### src/rtl/music_box_state_make_recording.sv
// Record state: run-length encodes noteInput per ms tick into {note, duration} RAM words.
// Optional MUSICBOX_RECORD_SILENCE_TRIM_EN drops leading and trailing silence runs.
module music_box_state_make_recording #(
  parameter int STATE_CODE = 2,
  parameter int MAX_MS     = 5000,
  parameter int ADDR_W     = 8
) (
  input  logic              clock_50Mhz,
  input  logic              reset_n,
  input  logic              tick_1Khz,
  input  logic [4:0]        currentState,
  input  logic [4:0]        noteInput,
  output logic              memWriteEnable,
  output logic [ADDR_W-1:0] memAddress,
  output logic [15:0]       memWriteData,
  output logic [ADDR_W:0]   recordingLength,
  output logic              stateComplete,
  output logic [31:0]       debugString
);

  localparam logic [1:0] S_IDLE  = 2'd0;
  localparam logic [1:0] S_REC   = 2'd1;
  localparam logic [1:0] S_FLUSH = 2'd2;
  localparam logic [1:0] S_DONE  = 2'd3;

  localparam logic [ADDR_W:0] DEPTH = {1'b1, {ADDR_W{1'b0}}};
  localparam logic [10:0]     RUN_MAX = 11'd2047;

  logic [1:0]        r_state;
  logic [4:0]        r_curNote;
  logic [10:0]       r_runLen;
  logic [15:0]       r_elapsed;
  logic [ADDR_W:0]   r_wIdx;
  logic              r_we;
  logic [ADDR_W-1:0] r_addr;
  logic [15:0]       r_data;
  logic              r_done;

  logic              w_match;
  logic              w_same;
  logic              w_keep;
  logic              w_flushKeep;
  logic              w_emit;
  logic              w_wrRec;
  logic              w_wrFl;
  logic              w_wr;
  logic              w_full;
  logic              w_last;
  logic [ADDR_W:0]   w_nextIdx;
  logic [15:0]       w_word;

  assign w_match   = currentState == 5'(STATE_CODE);
  assign w_same    = (noteInput == r_curNote) && (r_runLen != RUN_MAX);
  assign w_word    = {r_curNote, r_runLen};
  assign w_nextIdx = r_wIdx + 1'b1;
  assign w_full    = w_nextIdx == DEPTH;
  assign w_last    = (r_elapsed + 16'd1) == 16'(MAX_MS);

`ifdef MUSICBOX_RECORD_SILENCE_TRIM_EN
  logic r_wroteNz;

  // Remember whether any audible note has reached the RAM yet
  always_ff @(posedge clock_50Mhz) begin
    if (!reset_n) begin
      r_wroteNz <= 1'b0;
    end else if (r_state == S_IDLE && w_match) begin
      r_wroteNz <= 1'b0;
    end else if (w_wr && r_curNote != 5'd0) begin
      r_wroteNz <= 1'b1;
    end
  end

  assign w_keep      = r_wroteNz || (r_curNote != 5'd0);
  assign w_flushKeep = r_curNote != 5'd0;
`else
  assign w_keep      = 1'b1;
  assign w_flushKeep = 1'b1;
`endif

  assign w_emit  = !w_same && (r_runLen != 11'd0) && w_keep;
  assign w_wrRec = (r_state == S_REC) && w_match && tick_1Khz && w_emit;
  assign w_wrFl  = (r_state == S_FLUSH) && w_match
                && (r_runLen != 11'd0) && w_flushKeep;
  assign w_wr    = w_wrRec || w_wrFl;

  // Sequencer: run-length tracking, window timing and write index
  always_ff @(posedge clock_50Mhz) begin
    if (!reset_n) begin
      r_state   <= S_IDLE;
      r_curNote <= 5'd0;
      r_runLen  <= 11'd0;
      r_elapsed <= 16'd0;
      r_wIdx    <= '0;
    end else begin
      if (w_wr) r_wIdx <= w_nextIdx;
      unique case (r_state)
        S_IDLE: begin
          if (w_match) begin
            r_state   <= S_REC;
            r_curNote <= 5'd0;
            r_runLen  <= 11'd0;
            r_elapsed <= 16'd0;
            r_wIdx    <= '0;
          end
        end
        S_REC: begin
          if (!w_match) begin
            r_state <= S_IDLE;
          end else if (tick_1Khz) begin
            r_elapsed <= r_elapsed + 16'd1;
            if (w_same) begin
              r_runLen <= r_runLen + 11'd1;
            end else begin
              r_curNote <= noteInput;
              r_runLen  <= 11'd1;
            end
            if (w_wrRec && w_full) r_state <= S_DONE;
            else if (w_last)       r_state <= S_FLUSH;
          end
        end
        S_FLUSH: r_state <= w_match ? S_DONE : S_IDLE;
        S_DONE: if (!w_match) r_state <= S_IDLE;
        default: r_state <= S_IDLE;
      endcase
    end
  end

  // Registered RAM port and completion flag
  always_ff @(posedge clock_50Mhz) begin
    if (!reset_n) begin
      r_we   <= 1'b0;
      r_addr <= '0;
      r_data <= 16'd0;
      r_done <= 1'b0;
    end else begin
      r_we   <= w_wr;
      r_done <= (r_state == S_DONE) && w_match;
      if (w_wr) begin
        r_addr <= r_wIdx[ADDR_W-1:0];
        r_data <= w_word;
      end
    end
  end

  assign memWriteEnable  = r_we;
  assign memAddress      = r_addr;
  assign memWriteData    = r_data;
  assign recordingLength = r_wIdx;
  assign stateComplete   = r_done;
  assign debugString     = {r_elapsed, 16'(r_wIdx)};

endmodule

### config.mk
export PLATFORM = sky130hd
export DESIGN_NAME = music_box_state_make_recording
export DESIGN_NICKNAME = d
export VERILOG_FILES = /design/src/rtl/music_box_state_make_recording.sv
export SDC_FILE = /design/constraint.sdc
export NUM_CORES = 1
export LEC_CHECK = 0
export CAP_MARGIN = 20
export CORE_MARGIN = 2
export CORE_UTILIZATION = 55
export DETAILED_ROUTE_END_ITERATION = 10
export HOLD_SLACK_MARGIN = 0.02
export PLACE_DENSITY = 0.9
export SYNTH_ARGS = -nofsm -noshare
export SYNTH_HDL_FRONTEND = slang
export SYNTH_SLANG_ARGS = --single-unit
### constraint.sdc
create_clock -name clock_50Mhz -period 4.05 [get_ports clock_50Mhz]
set_input_delay 1.0125 -clock clock_50Mhz [delete_from_list [all_inputs] [get_ports clock_50Mhz]]
set_output_delay 1.0125 -clock clock_50Mhz [all_outputs]
set_load 0.05 [all_outputs]
Word level (Yosys, flattened, before mapping)
Index checks and enable logic that the tools add are counted.
{ "word_totals": {"ff_bits": 69, "mem_bits_ro": 0, "in_bits": 13, "n_memories": 0, "ramBits": 0, "word_cells": 69, "latch_bits": 0, "output_inout_bits": 67} }
{ "op_classes": {"n_div": 0, "eq_ne": 15, "reduce_logical": 17, "bitwise": 0, "n_mul": 0, "n_lt_le_gt_ge": 0, "addsub": 3, "shift": 0, "mux": 25} }
{ "op_table": {"columns": ["op", "count"], "rows": [
  ["two-way mux 16 bit", 3],
  ["two-way mux 11 bit", 4],
  ["one-hot mux 16 bit (2 select lines)", 1],
  ["two-way mux 9 bit", 3],
  ["one-hot mux 11 bit (2 select lines)", 1],
  ["two-way mux 5 bit", 4],
  ["adder 16 x 1 -> 16 bit, second input constant", 1],
  ["equality test 16 x 13 -> 1 bit, second input constant", 1],
  ["two-way mux 2 bit", 7],
  ["adder 11 x 1 -> 11 bit, second input constant", 1],
  ["inequality test 11 bit, second input constant", 1],
  ["nonzero test 11 bit", 1],
  ["inequality test 2 bit, second input constant", 5],
  ["one-hot mux 5 bit (2 select lines)", 1],
  ["adder 9 x 1 -> 9 bit, second input constant", 1],
  ["equality test 9 bit, second input constant", 1],
  ["logical AND 1 bit", 9],
  ["one-hot mux 2 bit (4 select lines)", 1],
  ["AND reduction 4 bit", 2],
  ["equality test 5 x 2 -> 1 bit, second input constant", 1],
  ["equality test 5 bit", 1],
  ["AND reduction 5 bit", 1],
  ["equality test 2 bit, second input constant", 2],
  ["inequality test 4 x 3 -> 1 bit, second input constant", 1],
  ["6 further kinds", 6]
]} }

Depth between registers and ports, before layout
{ "logic_depth": {"ltp_word": 10, "depth_mapped": 9, "mapped_depth_nobuf": 7} }

Worst setup path after synthesis
OpenSTA, ideal clock, no wires.
{ "synth_path": {"kind": "in2reg", "from": "in currentState[3]", "to": "reg r_elapsed[14]", "arrival_time_ns": 2.618, "required_ns": 3.922, "cell_stages": 7, "path_slack_ns": 1.304, "n_path_buf": 2, "setup_ns": 0.128, "path_cell_list": "or4b_4 > or4_4 > buf_6 > buf_6 > a21o_1 > a21oi_1 > nor2_1"} }
{ "synth_between": {"elab_chain_len": 3, "word_cells_on_any_way": 4, "cone_classes": "3 x eq/ne; 1 x reduce/logical"} }
{ "synth_rtl": {"columns": ["element", "line_no", "text"], "rows": [
  ["from (decl)", "11", "input logic [4:0] currentState,"],
  ["equality test 5 x 2 -> 1 bit *", "52", "assign w_match = currentState == 5'(STATE_CODE);"],
  ["inequality test 2 bit (no line)", null, null],
  ["AND reduction 4 bit (no line) *", null, null],
  ["to (signal assigned)", "110", "r_elapsed <= r_elapsed + 16'd1;"],
  ["to (decl)", "32", "logic [15:0] r_elapsed;"]
]} }
Every way passes the cells marked *; elsewhere a longest branch is shown, timed or not.
A chain may end at the register's enable or synchronous reset.

Worst setup path in the final report
{ "layout_path": {"from": "in currentState[3]", "to": "reg r_wIdx[8] (netlist: recordingLength[8])"} }
{ "layout_between": {"elab_chain_len": 8, "word_cells_on_any_way": 10, "cone_classes": "1 x eq/ne; 3 x mux; 6 x reduce/logical"} }
{ "layout_rtl": {"columns": ["element", "line_no", "text"], "rows": [
  ["equality test 5 x 2 -> 1 bit *", "52", null],
  ["logical AND 1 bit (3 in series)", "81", "assign w_wrRec = (r_state == S_REC) && w_match && tick_1Khz && w_emit;"],
  ["logical OR 1 bit", "84", "assign w_wr = w_wrRec || w_wrFl;"],
  ["two-way mux 9 bit", "95", "if (w_wr) r_wIdx <= w_nextIdx;"],
  ["two-way mux 9 bit", "98", "if (w_match) begin"],
  ["two-way mux 9 bit *", "96", "unique case (r_state)"],
  ["to (signal assigned)", "95", null],
  ["to (decl)", "33", "logic [ADDR_W:0] r_wIdx;"]
]} }
Marks and branches as above.

==> key figures <==
Floorplan
  – Die Y: 84.7 um
  – Core Footprint: 6310 sq um
  – Area of the die: 7180 sq um
  – I/O pins: 80
  – Rows: 29
  – Starting Density: 56.8%
  – Die width: 84.7 um

Yosys
  – Post-synth cell types: 59
  – Post-synth EDFFs: 0
  – Yosys reg bits: 69
  – Sequential fraction of the synthesis area: 38.5%
  – Ys flop type: dfxtp_1
  – Post-synth top area share: 38.5%
  – Yosys top cell by area: dfxtp_1
  – Synth area leaders: dfxtp_1, nand2_1, a21oi_1
  – Mean Syn Cell Area: 8.00 sq um
  – Post-Synthesis Cells: 448
  – Ys async rst share: 0%
  – Mapped Area: 3580 sq um
  – Syn. warnings: 0

Power
  – Leakage dissipation: 1.47 nW
  – Net Sw Frac: 25.9%
  – Maximum VDD drop: 252 uV
  – Cell-internal power: 917 uW
  – Flop pwr share: 54.8%
  – Final Power: 1.24 mW
  – Combinational power share: 4.5%
  – Clock power share: 40.7%
  – PwrDens: 283 nW/um^2
  – Psw: 320 uW

Final layout
  – Nets: 516
  – Antenna Diode Count: 0
  – FILL cells: 504
  – Commonest non-fill, non-tap cell in the layout: nand2_1
  – Most frequent cells in the layout: nand2_1, clkdlybuf4s50_1, dfxtp_1
  – Growth of design area from synthesis to finish: 21.9%
  – Fraction of layout cells with a size suffix above 1: 8.35%

Setup path
  – Arrival time at the worst endpoint: 3.49 ns
  – CP max FO: 26
  – Critical Path RT: 4.35 ns
  – Crit path capture type: flop
  – Setup crit start kind: primary input
  – Setup CP Type: primary input to flop
  – R2R cell count: 8

Global route
  – Number of global-route vias before repair: 3204
  – Pin count of the biggest net entering global routing: 28
  – Global-route wire length before repair: 14.6 mm
  – GRT Overall Usage: 25.1%
  – Initial antenna violation count: 0
  – GRT overflow: 0

Clocking
  – Clk root buf: clkbuf_8
  – Clock Pin Slew Worst Setup and Hold Paths: 0.08 ns
  – CTS tree: yes
  – Post-CTS sizing: 0
  – H-tree levels: 3
  – Clk Latency, worst-skew pair: 0.36 ns
  – Bufs on Longest Clock Path: 2
  – TritonCTS buffer count: 9
  – Clock Sink Count: 69
  – Post-CTS setup buffer count: 0
  – Hold_buf cts: 0

Route
  – Drt first-iter violations: 164
  – Via count: 3348
  – Final ANT Viol Nets: 0
  – 1st-pass router iterations: 4
  – Routed WL: 8.67 mm
  – Wire per inst: 15.0 um
  – # DRC: 0
  – DR vias/cell: 5.77

Timing
  – Post-Route Setup TNS: 0 ns
  – Final worst path period share: 78.8%
  – Worst Skew: 0.0151 ns
  – Worst Tran Pin Value: 0.918 ns
  – Slew Limit Fails: 0
  – Slew headroom: 38.8%
  – RSZ-0062 raised after global routing: false
  – Count of final setup violators: 0
  – F_max: 313 MHz
  – Hold Fails Final Rpt: 0
  – Minimum clock period: 3.19 ns

Run
  – Max-cap violations: 0

Place
  – PortBufs: 72
  – Detailed placement HPWL: 6.10 mm
  – RePlAce Congestion: 0.921

Worst hold path
  – Worst Hold Path Cells: 2
  – Worst hold path type: flop to flop

Run status
  – Status: complete, no violations
[sequential cells by signal, indices dropped and copies added, names as in the netlist]
signal	flops
memAddress	8
r_state	2
r_runLen	11
memWriteData	16
memWriteEnable	1
r_elapsed	16
r_curNote	5
stateComplete	1
recordingLength	9
[cell usage after synthesis (2+ instances only)]
master	n
inv_1	6
mux2i_1	4
buf_4	20
nand4b_1	2
nand3_1	20
and4_1	2
buf_2	6
nor2b_1	2
buf_6	2
a311oi_1	3
nor4_1	5
a31oi_1	4
nand3b_1	4
nor3_2	2
nor3_1	14
nand2b_1	4
dfxtp_1	69
ha_1	5
nor3b_1	3
nor2_1	45
or2_2	2
a21oi_1	46
nor4_2	3
a32oi_1	2
xnor2_1	13
a31o_2	2
and3_1	2
xor2_1	10
a22o_1	3
nor2_4	3
a21o_1	5
nand4_1	9
o21ai_0	6
a211oi_1	2
nand2_1	78
clkbuf_1	14
a22oi_1	4
[layout make-up]
class,instances,area (sq um),area share (%)
timing repair buffer,76,751,17.2
clock inverter,7,50.0,1.15
sequential,69,1380,31.6
multi-input combinational,336,1940,44.5
tap,77,96.3,2.21
inverter,6,22.5,0.515
clock buffer,9,124,2.84
[stage by stage]
stage                     area, sq um  std cells  utilization [%]  setup slack [ns]  hold slack (ns)
final                            4370        580             69.2             0.859            0.456
after global routing             4370        580             69.2             0.704            0.473
after CTS                        4370        580             69.2             0.859            0.456
after detailed placement         4200        564             66.4             0.470            0.447
after global placement           4200        564             66.4             0.580            0.438
after floorplan                  3610        454                -              1.30            0.457
[power groups by stage]
| stage | combinational (mW) | sequential, mW | clock, mW |
|---|---|---|---|
| after floorplan | 0.0402 | 0.694 | 0 |
| after global placement | 0.0541 | 0.694 | 0 |
| after detailed placement | 0.0547 | 0.694 | 0 |
| after CTS | 0.0549 | 0.678 | 0.509 |
| after global routing | 0.0592 | 0.678 | 0.541 |
| final | 0.0554 | 0.678 | 0.504 |
[worst paths after layout]
path / from / end / slack, ns
worst min-delay path: memWriteData[6]$_SDFFE_PN0N_ / memWriteData[6]$_SDFFE_PN0N_ / 0.46
worst min register to register: memWriteData[6]$_SDFFE_PN0N_ / memWriteData[6]$_SDFFE_PN0N_ / 0.46
worst max register to register: r_runLen[0]$_SDFFE_PN0P_ / recordingLength[8]$_SDFF_PN0_ / 1.51
worst max-delay path: currentState[3] / recordingLength[8]$_SDFF_PN0_ / 0.86
[cells by family after synthesis]
family	after synthesis	share of synthesized area, %
simple gates	209	29.2
compound gates	87	15.5
flops	69	38.5
buf+inv	49	7.85
xor+xnor	23	5.62
fa+ha+maj	5	1.75
mux	5	1.43
other cells	1	0.105
[worst max-delay path: stages]
cell and delay (ns):
clkdlybuf4s50_1 0.41, or4b_4 0.58, nor2_2 0.20, o211ai_2 0.21, or2_1 0.59, nor4_4 0.29, mux2i_1 0.21
[per-layer routing]
metal  track usage, %  routed length [um]
met1             32.8                3820
met2             40.4                4220
met3             3.64                 455
met4             12.7                 177
met5                0                   0
No activity file was read; power rests on OpenSTA's default activity.
